[src/rtl/hw_accel_binary_bbox_pkg.sv]
// Shared hw_accel constants: count-width derivation, foreground test, binary levels.
// Optional pixel count is enabled with HW_ACCEL_BBOX_PIXEL_COUNT_EN.
package hw_accel_binary_bbox_pkg;

    localparam logic [63:0] LEVEL_ZERO = 64'h0;
    localparam logic [63:0] LEVEL_ONE  = {64{1'b1}};

    function automatic int count_bits(input int n);
        return $clog2(n);
    endfunction

    function automatic logic is_fg(input logic [63:0] p);
        return p != LEVEL_ZERO;
    endfunction

endpackage

[src/rtl/hw_accel_binary_bbox_xy_counter.sv]
// Valid-qualified raster x/y counter with wrap, sync clear and end-of-frame flag.
// Reusable by the dilation/erosion stages.
module hw_accel_xy_counter #(
    parameter int IMG_WIDTH   = 10,
    parameter int IMG_HEIGHT  = 4,
    parameter int X_COUNT_BIT = 4,
    parameter int Y_COUNT_BIT = 2
) (
    input  logic                   clk,
    input  logic                   rst,
    input  logic                   clear,
    input  logic                   advance,
    output logic [X_COUNT_BIT-1:0] x,
    output logic [Y_COUNT_BIT-1:0] y,
    output logic                   last
);

    localparam logic [X_COUNT_BIT-1:0] X_LAST = X_COUNT_BIT'(IMG_WIDTH - 1);
    localparam logic [Y_COUNT_BIT-1:0] Y_LAST = Y_COUNT_BIT'(IMG_HEIGHT - 1);

    always_ff @(posedge clk or posedge rst) begin
        if (rst) begin
            x <= '0;
            y <= '0;
        end else if (clear) begin
            x <= '0;
            y <= '0;
        end else if (advance) begin
            if (x == X_LAST) begin
                x <= '0;
                y <= (y == Y_LAST) ? '0 : y + 1'b1;
            end else begin
                x <= x + 1'b1;
            end
        end
    end

    assign last = (x == X_LAST) && (y == Y_LAST);

endmodule

[src/rtl/hw_accel_binary_bbox.sv]
// Binary bounding-box stage: forwards pixels and publishes per-frame foreground box.
// Define HW_ACCEL_BBOX_PIXEL_COUNT_EN to add the foreground pixel count output.
module hw_accel_binary_bbox
    import hw_accel_binary_bbox_pkg::*;
#(
    parameter int DATA_WIDTH = 8,
    parameter int IMG_WIDTH  = 10,
    parameter int IMG_HEIGHT = 4,
    localparam int X_COUNT_BIT = count_bits(IMG_WIDTH),
    localparam int Y_COUNT_BIT = count_bits(IMG_HEIGHT)
) (
    input  logic                   clk,
    input  logic                   rst,
    input  logic                   frame_reset,
    input  logic [DATA_WIDTH-1:0]  pixel_in,
    input  logic                   pixel_in_valid,
    output logic [DATA_WIDTH-1:0]  pixel_out,
    output logic                   pixel_out_valid,
    output logic                   bbox_valid,
    output logic                   bbox_found,
    output logic [X_COUNT_BIT-1:0] bbox_x_min,
    output logic [X_COUNT_BIT-1:0] bbox_x_max,
    output logic [Y_COUNT_BIT-1:0] bbox_y_min,
    output logic [Y_COUNT_BIT-1:0] bbox_y_max
`ifdef HW_ACCEL_BBOX_PIXEL_COUNT_EN
    ,
    output logic [$clog2(IMG_WIDTH*IMG_HEIGHT+1)-1:0] bbox_pixel_count
`endif
);

    localparam logic [X_COUNT_BIT-1:0] X_EMPTY = X_COUNT_BIT'(IMG_WIDTH - 1);
    localparam logic [Y_COUNT_BIT-1:0] Y_EMPTY = Y_COUNT_BIT'(IMG_HEIGHT - 1);

    logic [X_COUNT_BIT-1:0] x_cnt;
    logic [Y_COUNT_BIT-1:0] y_cnt;
    logic                   at_last;
    logic                   take;

    logic [DATA_WIDTH-1:0]  pixel_r;
    logic                   valid_r;
    logic                   take_r;
    logic                   last_r;
    logic [X_COUNT_BIT-1:0] x_r;
    logic [Y_COUNT_BIT-1:0] y_r;

    logic                   eof;
    logic                   fg_hit;
    logic [X_COUNT_BIT-1:0] x_min_acc, x_max_acc;
    logic [Y_COUNT_BIT-1:0] y_min_acc, y_max_acc;
    logic                   found_acc;
    logic [X_COUNT_BIT-1:0] x_min_nxt, x_max_nxt;
    logic [Y_COUNT_BIT-1:0] y_min_nxt, y_max_nxt;
    logic                   found_nxt;

    // A pixel coinciding with frame_reset is forwarded but never accumulated.
    assign take = pixel_in_valid && !frame_reset;

    hw_accel_xy_counter #(
        .IMG_WIDTH  (IMG_WIDTH),
        .IMG_HEIGHT (IMG_HEIGHT),
        .X_COUNT_BIT(X_COUNT_BIT),
        .Y_COUNT_BIT(Y_COUNT_BIT)
    ) u_xy (
        .clk    (clk),
        .rst    (rst),
        .clear  (frame_reset),
        .advance(take),
        .x      (x_cnt),
        .y      (y_cnt),
        .last   (at_last)
    );

    always_ff @(posedge clk or posedge rst) begin
        if (rst) begin
            pixel_r <= '0;
            valid_r <= 1'b0;
            take_r  <= 1'b0;
            last_r  <= 1'b0;
            x_r     <= '0;
            y_r     <= '0;
        end else begin
            pixel_r <= pixel_in;
            valid_r <= pixel_in_valid;
            take_r  <= take;
            last_r  <= take && at_last;
            x_r     <= frame_reset ? '0 : x_cnt;
            y_r     <= frame_reset ? '0 : y_cnt;
        end
    end

    assign pixel_out       = pixel_r;
    assign pixel_out_valid = valid_r;

    assign fg_hit = take_r && is_fg(64'(pixel_r));

    // On eof the accumulators restart from empty, merged with any new pixel.
    always_comb begin
        x_min_nxt = eof ? X_EMPTY : x_min_acc;
        x_max_nxt = eof ? '0      : x_max_acc;
        y_min_nxt = eof ? Y_EMPTY : y_min_acc;
        y_max_nxt = eof ? '0      : y_max_acc;
        found_nxt = eof ? 1'b0    : found_acc;
        if (fg_hit) begin
            if (x_r < x_min_nxt) x_min_nxt = x_r;
            if (x_r > x_max_nxt) x_max_nxt = x_r;
            if (y_r < y_min_nxt) y_min_nxt = y_r;
            if (y_r > y_max_nxt) y_max_nxt = y_r;
            found_nxt = 1'b1;
        end
    end

    always_ff @(posedge clk or posedge rst) begin
        if (rst) begin
            x_min_acc <= X_EMPTY;
            x_max_acc <= '0;
            y_min_acc <= Y_EMPTY;
            y_max_acc <= '0;
            found_acc <= 1'b0;
            eof       <= 1'b0;
        end else if (frame_reset) begin
            x_min_acc <= X_EMPTY;
            x_max_acc <= '0;
            y_min_acc <= Y_EMPTY;
            y_max_acc <= '0;
            found_acc <= 1'b0;
            eof       <= 1'b0;
        end else begin
            x_min_acc <= x_min_nxt;
            x_max_acc <= x_max_nxt;
            y_min_acc <= y_min_nxt;
            y_max_acc <= y_max_nxt;
            found_acc <= found_nxt;
            eof       <= take_r && last_r;
        end
    end

    always_ff @(posedge clk or posedge rst) begin
        if (rst) begin
            bbox_valid <= 1'b0;
            bbox_found <= 1'b0;
            bbox_x_min <= '0;
            bbox_x_max <= '0;
            bbox_y_min <= '0;
            bbox_y_max <= '0;
        end else begin
            bbox_valid <= eof && !frame_reset;
            if (eof && !frame_reset) begin
                bbox_found <= found_acc;
                bbox_x_min <= found_acc ? x_min_acc : '0;
                bbox_x_max <= found_acc ? x_max_acc : '0;
                bbox_y_min <= found_acc ? y_min_acc : '0;
                bbox_y_max <= found_acc ? y_max_acc : '0;
            end
        end
    end

`ifdef HW_ACCEL_BBOX_PIXEL_COUNT_EN
    localparam int CNT_BIT = $clog2(IMG_WIDTH*IMG_HEIGHT+1);

    logic [CNT_BIT-1:0] cnt_acc;
    logic [CNT_BIT-1:0] cnt_base;

    assign cnt_base = eof ? '0 : cnt_acc;

    always_ff @(posedge clk or posedge rst) begin
        if (rst) begin
            cnt_acc          <= '0;
            bbox_pixel_count <= '0;
        end else if (frame_reset) begin
            cnt_acc <= '0;
        end else begin
            if (fg_hit && cnt_base != '1)
                cnt_acc <= cnt_base + 1'b1;
            else
                cnt_acc <= cnt_base;
            if (eof)
                bbox_pixel_count <= cnt_acc;
        end
    end
`endif

endmodule

[config.mk]
export PLATFORM = sky130hd
export DESIGN_NAME = hw_accel_binary_bbox
export DESIGN_NICKNAME = d
export VERILOG_FILES = /design/src/rtl/hw_accel_binary_bbox_pkg.sv /design/src/rtl/hw_accel_binary_bbox_xy_counter.sv /design/src/rtl/hw_accel_binary_bbox.sv
export SDC_FILE = /design/constraint.sdc
export NUM_CORES = 1
export LEC_CHECK = 0
export CORE_MARGIN = 8
export CORE_UTILIZATION = 50
export DETAILED_ROUTE_END_ITERATION = 8
export PLACE_DENSITY = 0.75
export SYNTH_ARGS = -nofsm -noshare
export SYNTH_HDL_FRONTEND = slang
export SYNTH_SLANG_ARGS = --single-unit
[constraint.sdc]
create_clock -name clk -period 3.5 [get_ports clk]
set_input_delay 0.35 -clock clk [delete_from_list [all_inputs] [get_ports clk]]
set_output_delay 0.35 -clock clk [all_outputs]
set_load 0.05 [all_outputs]
After elaboration in Yosys (flattened, before gate mapping)
Index checks and enable logic that the tools add are counted.

word-level totals
  word-level logic and storage cells = 73
  bits in registers = 51

cells by class
  add/subtract/negate cells = 2
  reduce and logical (&&, ||, !) cells = 12
  equal/unequal tests = 2
  magnitude comparators = 4
  muxes and demuxes = 33

operator list
  cell                   count
  $mux W4                14
  $mux W2                15
  $reduce_bool A8 Y1     1
  $logic_and A1 B1 Y1    6
  $add A4 B1 Y4 const B  1
  $eq A4 B4 Y1 const B   1
  $gt A4 B4 Y1           1
  $lt A4 B4 Y1           1
  $mux W1                4
  $reduce_bool A2 Y1     2
  $reduce_bool A3 Y1     1
  $add A2 B1 Y2 const B  1
  $eq A2 B2 Y1 const B   1
  $gt A2 B2 Y1           1
  $lt A2 B2 Y1           1
  $reduce_and A2 Y1      1
  $logic_not A1 Y1       1

Logic depth before layout (Yosys ltp)
Gate-level depths: netlist of run 1.

  depth after elaboration = 5
  mapped depth = 7

Modules after synthesis
A second synthesis of run 1 with hierarchy kept.

second synthesis, totals
  cells, all modules = 217
  area total of the unflattened synthesis = 2346.0 um^2

modules (own cells, without submodules)
  module                area an instance (um^2)  instances  cells each
  hw_accel_binary_bbox  1993.2                   1          181
  hw_accel_xy_counter   352.8                    1          36

Worst setup path after synthesis of run 1
Ideal clock, no wire load.

  path kind = reg2reg
  start = reg eof
  end = reg x_max_acc[0]
  slack = 1.458 ns
  cell stages (with the launch flop) = 8
  data arrival time = 1.963 ns
  path through = dfrtp_1 > clkbuf_1 > nand2b_1 > ha_1 > nor2b_1 > o211ai_1 > a211oi_1 > mux2i_1

between the ends
  word-level cells in the longest chain between the ends = 5

RTL lines
  item                    RTL line                     RTL
  start, declared         hw_accel_binary_bbox.sv:46   logic eof;
  start signal, assigned  hw_accel_binary_bbox.sv:133  eof <= take_r && last_r;
  $mux W4 *               hw_accel_binary_bbox.sv:99   x_max_nxt = eof ? '0 : x_max_acc;
  $gt A4 B4 Y1            hw_accel_binary_bbox.sv:105  if (x_r > x_max_nxt) x_max_nxt = x_r;
  $mux W4                 hw_accel_binary_bbox.sv:105
  $mux W4 *               hw_accel_binary_bbox.sv:103  if (fg_hit) begin
  $mux W4 *               hw_accel_binary_bbox.sv:120  end else if (frame_reset) begin
  end signal, assigned    hw_accel_binary_bbox.sv:129  x_max_acc <= x_max_nxt;
  end, declared           hw_accel_binary_bbox.sv:48   logic [X_COUNT_BIT-1:0] x_min_acc, x_max_acc;

Every way passes the cells marked *; elsewhere a longest branch is shown, timed or not.
A chain may end at the register's enable or synchronous reset.

Worst setup path in the final report of run 1
  start = reg eof
  end = reg x_max_acc[1]

Same word-level chain as after synthesis.

==> out/metrics.yaml, run 1 <==
status: "complete, no violations"
die-area_um2: 7047
criticalPathCategory: "register to register"
dp_hpwl_mm: 2.875
cts_buffers: 5
cp.arrival_ns: 2.50
cts-resized-gates: 0
clockPowerShare_pct: 33.6
finalClockSkew_ns: 0.005077
slew_headroom_pct: 33.91
r2r_slack_ns: 1.23
grt_max_degree: 52
layout-drive-gt1-share_pct: 9.562
hold_path_end: "pixel_out[4]"
period_share_pct: 64.85
cp-end-kind: "register"
ys_warn_count: 0
start_util_pct: 52.30
fin_crit_ns: 2.270
muxShareOfSynthArea_pct: 4.444
synth_top_family_by_area: "simple AND/OR/NAND/NOR gates"
synth_cell_types: 35
critPathMaxFanout: 15
p_sw_share_pct: 23.13
hold_viol: 0
peakVddDrop_mv: 0.2710
portBuffers: 34
cts_setup_buffers: 0
synthesis.nets: 244
avgSynthCellArea_um2: 10.64
rsz0062_at_grt: "no"
fillCellCount: 372
multi_input_area_um2: 948.4
die_y_um: 83.95
slew_violations: 0
overflow: 0
drc: 0
synth_compound_area_share_pct: 9.322
power_uw: 1069
postLayoutCoreUtil_pct: 63.07
yosys.area.top_type: "dfrtp_1"
worstMarginPinSlew_ns: 0.9900
drt_wl_total_mm: 3.947
cts-htree-levels: 2
power_frac_comb_pct: 8.8
vias: 1538
ys_ff_latch: 51
p_seq_share_pct: 57.6
synth-simple-area-share_pct: 19.19
antenna_cells: 0
fin_tns_setup_ns: 0
required_ns: 3.73
finalSetupViolCount: 0
fmax_ghz: 0.4406
synth_xor_area_share_pct: 0
finalWeightedCongestion: 0.8089
first_pass_iters: 4
p_sw_uw: 247.4
min_path_cells: 1
timing.final.ws_setup_ns: 1.230
ys_seq_area_share_pct: 55.50
grt_pass1_vias: 1568
internal-power_uw: 822.1
synth-main-ff-cell: "dfrtp_1"
synthCells: 217
final_common_cell: "dfrtp_1"
power_density_nw_per_um2: 384.1
antenna_found_initial: 0
path_clk_slew_ns: 0.08
synth.area.top_cells: "dfrtp_1 (51%), ha_1 (8.1%), nand2_1 (4.7%)"
syn_area_um2: 2308
cts_tree: "built"
area_growth_pct: 20.60
regArea_um2: 1281
synth_top_area_share_pct: 50.95
synthAdderAreaFrac_pct: 8.130
coreArea_um2: 4414
drt_iter0_drc: 72
ios: 35
ff2ff_path_depth: 6
drv_cap: 0
dp_worst_setup_slack_ns: 1.247
hold_class: "primary input to register"
hold_buffers: 0
vias_per_cell: 5.076
grt_pass1_wl_mm: 7.196
core.rowCount: 24
final_antenna_net_count: 0
synth_edf_count: 0
final_cell_mix: "dfrtp_1 (47), clkdlybuf4s50_1 (34), nand2_1 (29)"
die_x_um: 83.95
grt_usage_pct: 12.18
clock_path_buffers: 2
startpoint_type: "register"
wl_per_cell_um: 13.03
power_leakage_uw: 0.001261
clock_sink_count: 51
timing.rr.start: "eof"
clock_latency_ns: 0.31
async_flop_share_pct: 100.0
clock-root-buffer: "clkbuf_8"
min_from: "pixel_in[4]"
r2r-end: "x_max_acc[1]"
fin_nets: 277
-- registers in the layout, summed over array words and instances, names as in the netlist, 2 cells and up --
register / flops
bbox_x_max: 4
bbox_x_min: 4
bbox_y_max: 2
bbox_y_min: 2
pixel_out: 8
u_xy.x: 4
u_xy.y: 2
x_max_acc: 4
x_min_acc: 4
x_r: 4
y_max_acc: 2
y_min_acc: 2
y_r: 2
-- cell families (layout without fill, tap and decap cells) --
kind of cell	Yosys count	in the layout
fa+ha+maj	15	15
compound gates	36	36
buf+inv	19	53
mux	10	10
simple gates	86	86
flops	51	51
-- stage by stage --
step / hold slack (ns) / std cells / instance area (µm²)
3_5_place_dp: 0.4702 / 295 / 2684
3_3_place_gp: 0.4599 / 295 / 2684
6_report: 0.4755 / 303 / 2784
5_1_grt: 0.4597 / 303 / 2784
4_1_cts: 0.4652 / 303 / 2784
2_1_floorplan: 0.3814 / 217 / 2308
-- critical path, stage by stage (launching register included) --
cell      delay (ns)
dfrtp_1         0.52
nand2b_1        0.24
ha_1            0.31
nor2b_1         0.13
o211ai_1        0.08
a211oi_1        0.65
mux2i_1         0.26
-- worst max path at each step --
stage          startpoint      endpoint  slack (ns)  cells past startpoint
3_5_place_dp          eof  x_max_acc[1]        1.25                      6
4_1_cts               eof  x_max_acc[1]        1.23                      6
3_3_place_gp          eof  x_max_acc[1]        1.30                      6
6_report              eof  x_max_acc[1]        1.23                      6
5_1_grt               eof  x_max_acc[1]        1.07                      6
2_1_floorplan         eof  x_max_acc[0]        1.46                      7
-- cell usage after synthesis (2+ instances only) --
cell type	instances
or2_2	6
nand2_1	29
nor3_1	5
o21ai_0	16
a21o_1	2
and3b_1	2
nor2_1	11
dfrtp_1	47
nand2b_1	14
dfstp_2	4
nor2b_1	7
nand3_1	2
a21oi_1	10
clkbuf_1	9
inv_1	9
mux2i_1	8
or4_1	2
ha_1	15
or3_1	3
-- power groups by stage --
stage	registers, µW	clock network (µW)	logic (µW)
4_1_cts	616	373	96.4
2_1_floorplan	642	0	44.8
6_report	616	359	94.4
3_5_place_dp	627	0	96.1
3_3_place_gp	627	0	94.5
5_1_grt	618	398	105
-- metal layers --
| metal | vias to the layer above | GRT usage, % | routed length (µm) |
|---|---|---|---|
| li1 | 791 | - | - |
| met1 | 698 | 14.13 | 1796 |
| met2 | 40 | 18.11 | 1725 |
| met3 | 9 | 6.543 | 344 |
| met4 | 0 | 5.338 | 81 |
| met5 | - | 0 | 0 |
-- final cells by class --
type / count / share of cell area (%)
Sequential cell: 51 / 46.02
Multi-Input combinational cell: 147 / 34.07
Timing Repair Buffer: 36 / 12.76
Clock buffer: 8 / 3.596
Tap cell: 52 / 2.337
Inverter: 9 / 1.213
No activity file was read; power rests on OpenSTA's default activity.
==> inputs of run 2 (changes only) <==
CORE_UTILIZATION = 48   (was 50)
clock period = 2 ns   (was 3.5 ns; I/O delays follow)
==> run 2 against run 1 <==
Against the previous run:
- total power is 68% higher
- sequential share of layout area is 0.53 points lower
- first-iteration DRC count is 28% lower
- register-to-register slack worse by 1.0 ns
- combinational power is 82% higher
- via count is 1.3% higher
- fmax is 26% higher
- largest cell class unchanged
==> out/metrics.yaml, run 2 (same netlist as run 1, synthesis figures left out) <==
final_antenna_net_count: 0  # unchanged
core.rowCount: 25  # +4.2%
die-area_um2: 7285  # +3.4%
dp_worst_setup_slack_ns: 0.1282  # -1.119 ns
wl_met3_um: 303  # -12%
fin_crit_ns: 1.799  # -0.4706 ns
clock_sink_count: 51  # unchanged
area_growth_pct: 22.11
slew_violations: 0  # unchanged
power_frac_comb_pct: 9.6  # +0.8 points
p_seq_share_pct: 59.8  # +2.2 points
cts-htree-levels: 2  # unchanged
antenna_cells: 0  # unchanged
portBuffers: 34  # unchanged
grt_pass1_wl_mm: 7.148  # -0.67%
vias: 1558  # +1.3%
slew_headroom_pct: 65.56  # +32 points
clock-root-buffer: "clkbuf_8"
peakVddDrop_mv: 0.4462  # +65%
critPathMaxFanout: 11  # -4
internal-power_uw: 1374  # +67%
startpoint_type: "register"
layout-drive-gt1-share_pct: 12.06  # +2.5 points
drc: 0  # unchanged
rsz0062_at_grt: "no"
first_pass_iters: 4  # unchanged
clockPowerShare_pct: 30.6  # -3.0 points
coreArea_um2: 4692  # +6.3%
status: "complete, no violations"
ff2ff_path_depth: 6  # unchanged
period_share_pct: 89.96  # +25 points
wl_per_cell_um: 13.00  # -0.20%
drt_wl_total_mm: 4.043  # +2.4%
fin_nets: 283  # +2.2%
grt_usage_pct: 12.20  # +0.026 points
final_cell_mix: "dfrtp_1 (46), clkdlybuf4s50_1 (34), nand2_1 (29)"
criticalPathCategory: "register to register"
finalClockSkew_ns: 0.007327  # +0.002251 ns
fillCellCount: 420  # +13%
multi_input_area_um2: 953.4  # +0.53%
power_leakage_uw: 0.001280  # +1.5%
cts_buffers: 5  # unchanged
power_density_nw_per_um2: 638.6  # +66%
dp_hpwl_mm: 3.123  # +8.6%
timing.final.ws_setup_ns: 0.2007  # -1.029 ns
worstMarginPinSlew_ns: 0.5151  # -0.4749 ns
clock_path_buffers: 2  # unchanged
final_common_cell: "dfrtp_1"
fmax_ghz: 0.5558  # +26%
cts_tree: "built"
cp-end-kind: "register"
vias_per_cell: 5.010  # -1.3%
met1_length_mm: 1.778  # -1.0%
regArea_um2: 1282  # about the same
die_y_um: 85.35  # +1.7%
fin_tns_setup_ns: 0  # unchanged
antenna_found_initial: 0  # unchanged
required_ns: 2.24  # -1.49 ns
p_sw_share_pct: 23.65  # +0.52 points
ios: 35  # unchanged
dr_wl_met2_mm: 1.894  # +9.8%
grt_pass1_vias: 1660  # +5.9%
hold_class: "primary input to async pin"
grt_max_degree: 34  # -35%
finalWeightedCongestion: 0.7901  # -2.3%
cp.arrival_ns: 2.04  # -0.46 ns
die_x_um: 85.35  # +1.7%
highest_layer: "met4"
drt_iter0_drc: 52  # -28%
largest_reg_flops: 8  # unchanged
overflow: 0  # unchanged
hold_viol: 0  # unchanged
clock_latency_ns: 0.30  # about the same
start_util_pct: 49.20  # -3.1 points
r2r_slack_ns: 0.20  # -1.03 ns
path_clk_slew_ns: 0.08  # about the same
drv_cap: 0  # unchanged
p_sw_uw: 425.8  # +72%
hold_buffers: 0  # unchanged
finalSetupViolCount: 0  # unchanged
-- run 2: metal layers --
metal,up-vias,global-route usage (%)
met4,0,5.732
met3,8,5.019
li1,800,-
met1,718,13.09
met5,-,0
met2,32,20.45
-- run 2: worst max-delay path, stage by stage, from the launching register on --
cell     delay (ns)
dfrtp_2        0.48
buf_4          0.17
nor2_1         0.13
ha_1           0.26
a21o_1         0.21
or3_1          0.32
a21o_1         0.17
-- run 2: through the flow --
step	utilization, %	cell area (µm²)	total power [µW]	hold WS, ns	cells
6_report	60.08	2819	1800	0.2349	311
5_1_grt	60.08	2819	1892	0.3007	311
4_1_cts	60.05	2818	1826	0.2531	311
3_5_place_dp	58.32	2736	1273	0.4697	303
3_3_place_gp	58.32	2736	1270	0.4619	303
2_1_floorplan	-	2313	1203	0.2314	217
-- run 2: area by class of cell --
class                      count  area share (%)
clock buffer                   7           2.708
clock inverter                 1          0.1775
inverter                       9           1.198
multi-input combinational    147           33.82
sequential                    51           45.49
tap                           54           2.397
timing repair buffer          42           14.20
-- run 2: final timing paths --
kind | endpoint | startpoint
setup / recovery | x_min_acc[3] | eof
hold / removal | x_max_acc[3] | rst
setup reg to reg | x_min_acc[3] | eof
hold reg to reg | bbox_x_max[3] | bbox_x_max[3]
max in group asynchronous | u_xy.x[0] | rst
min in group clk | pixel_out[5] | pixel_in[5]
-- run 2: what timing repair did --
action                                 CTS  global route
setup endpoints to repair                0             4
resized for setup                        0             1
endpoints found under the hold margin    0             0
buffers inserted                         0             0
-- run 2: power by group through the flow --
| stage | Combinational, µW | Clock (µW) | Sequential [µW] |
|---|---|---|---|
| final | 172 | 551 | 1080 |
| after detailed placement | 176 | 0 | 1100 |
| after floorplan | 79.3 | 0 | 1120 |
| after CTS | 176 | 573 | 1080 |
| after global routing | 192 | 619 | 1080 |
| after global placement | 173 | 0 | 1100 |
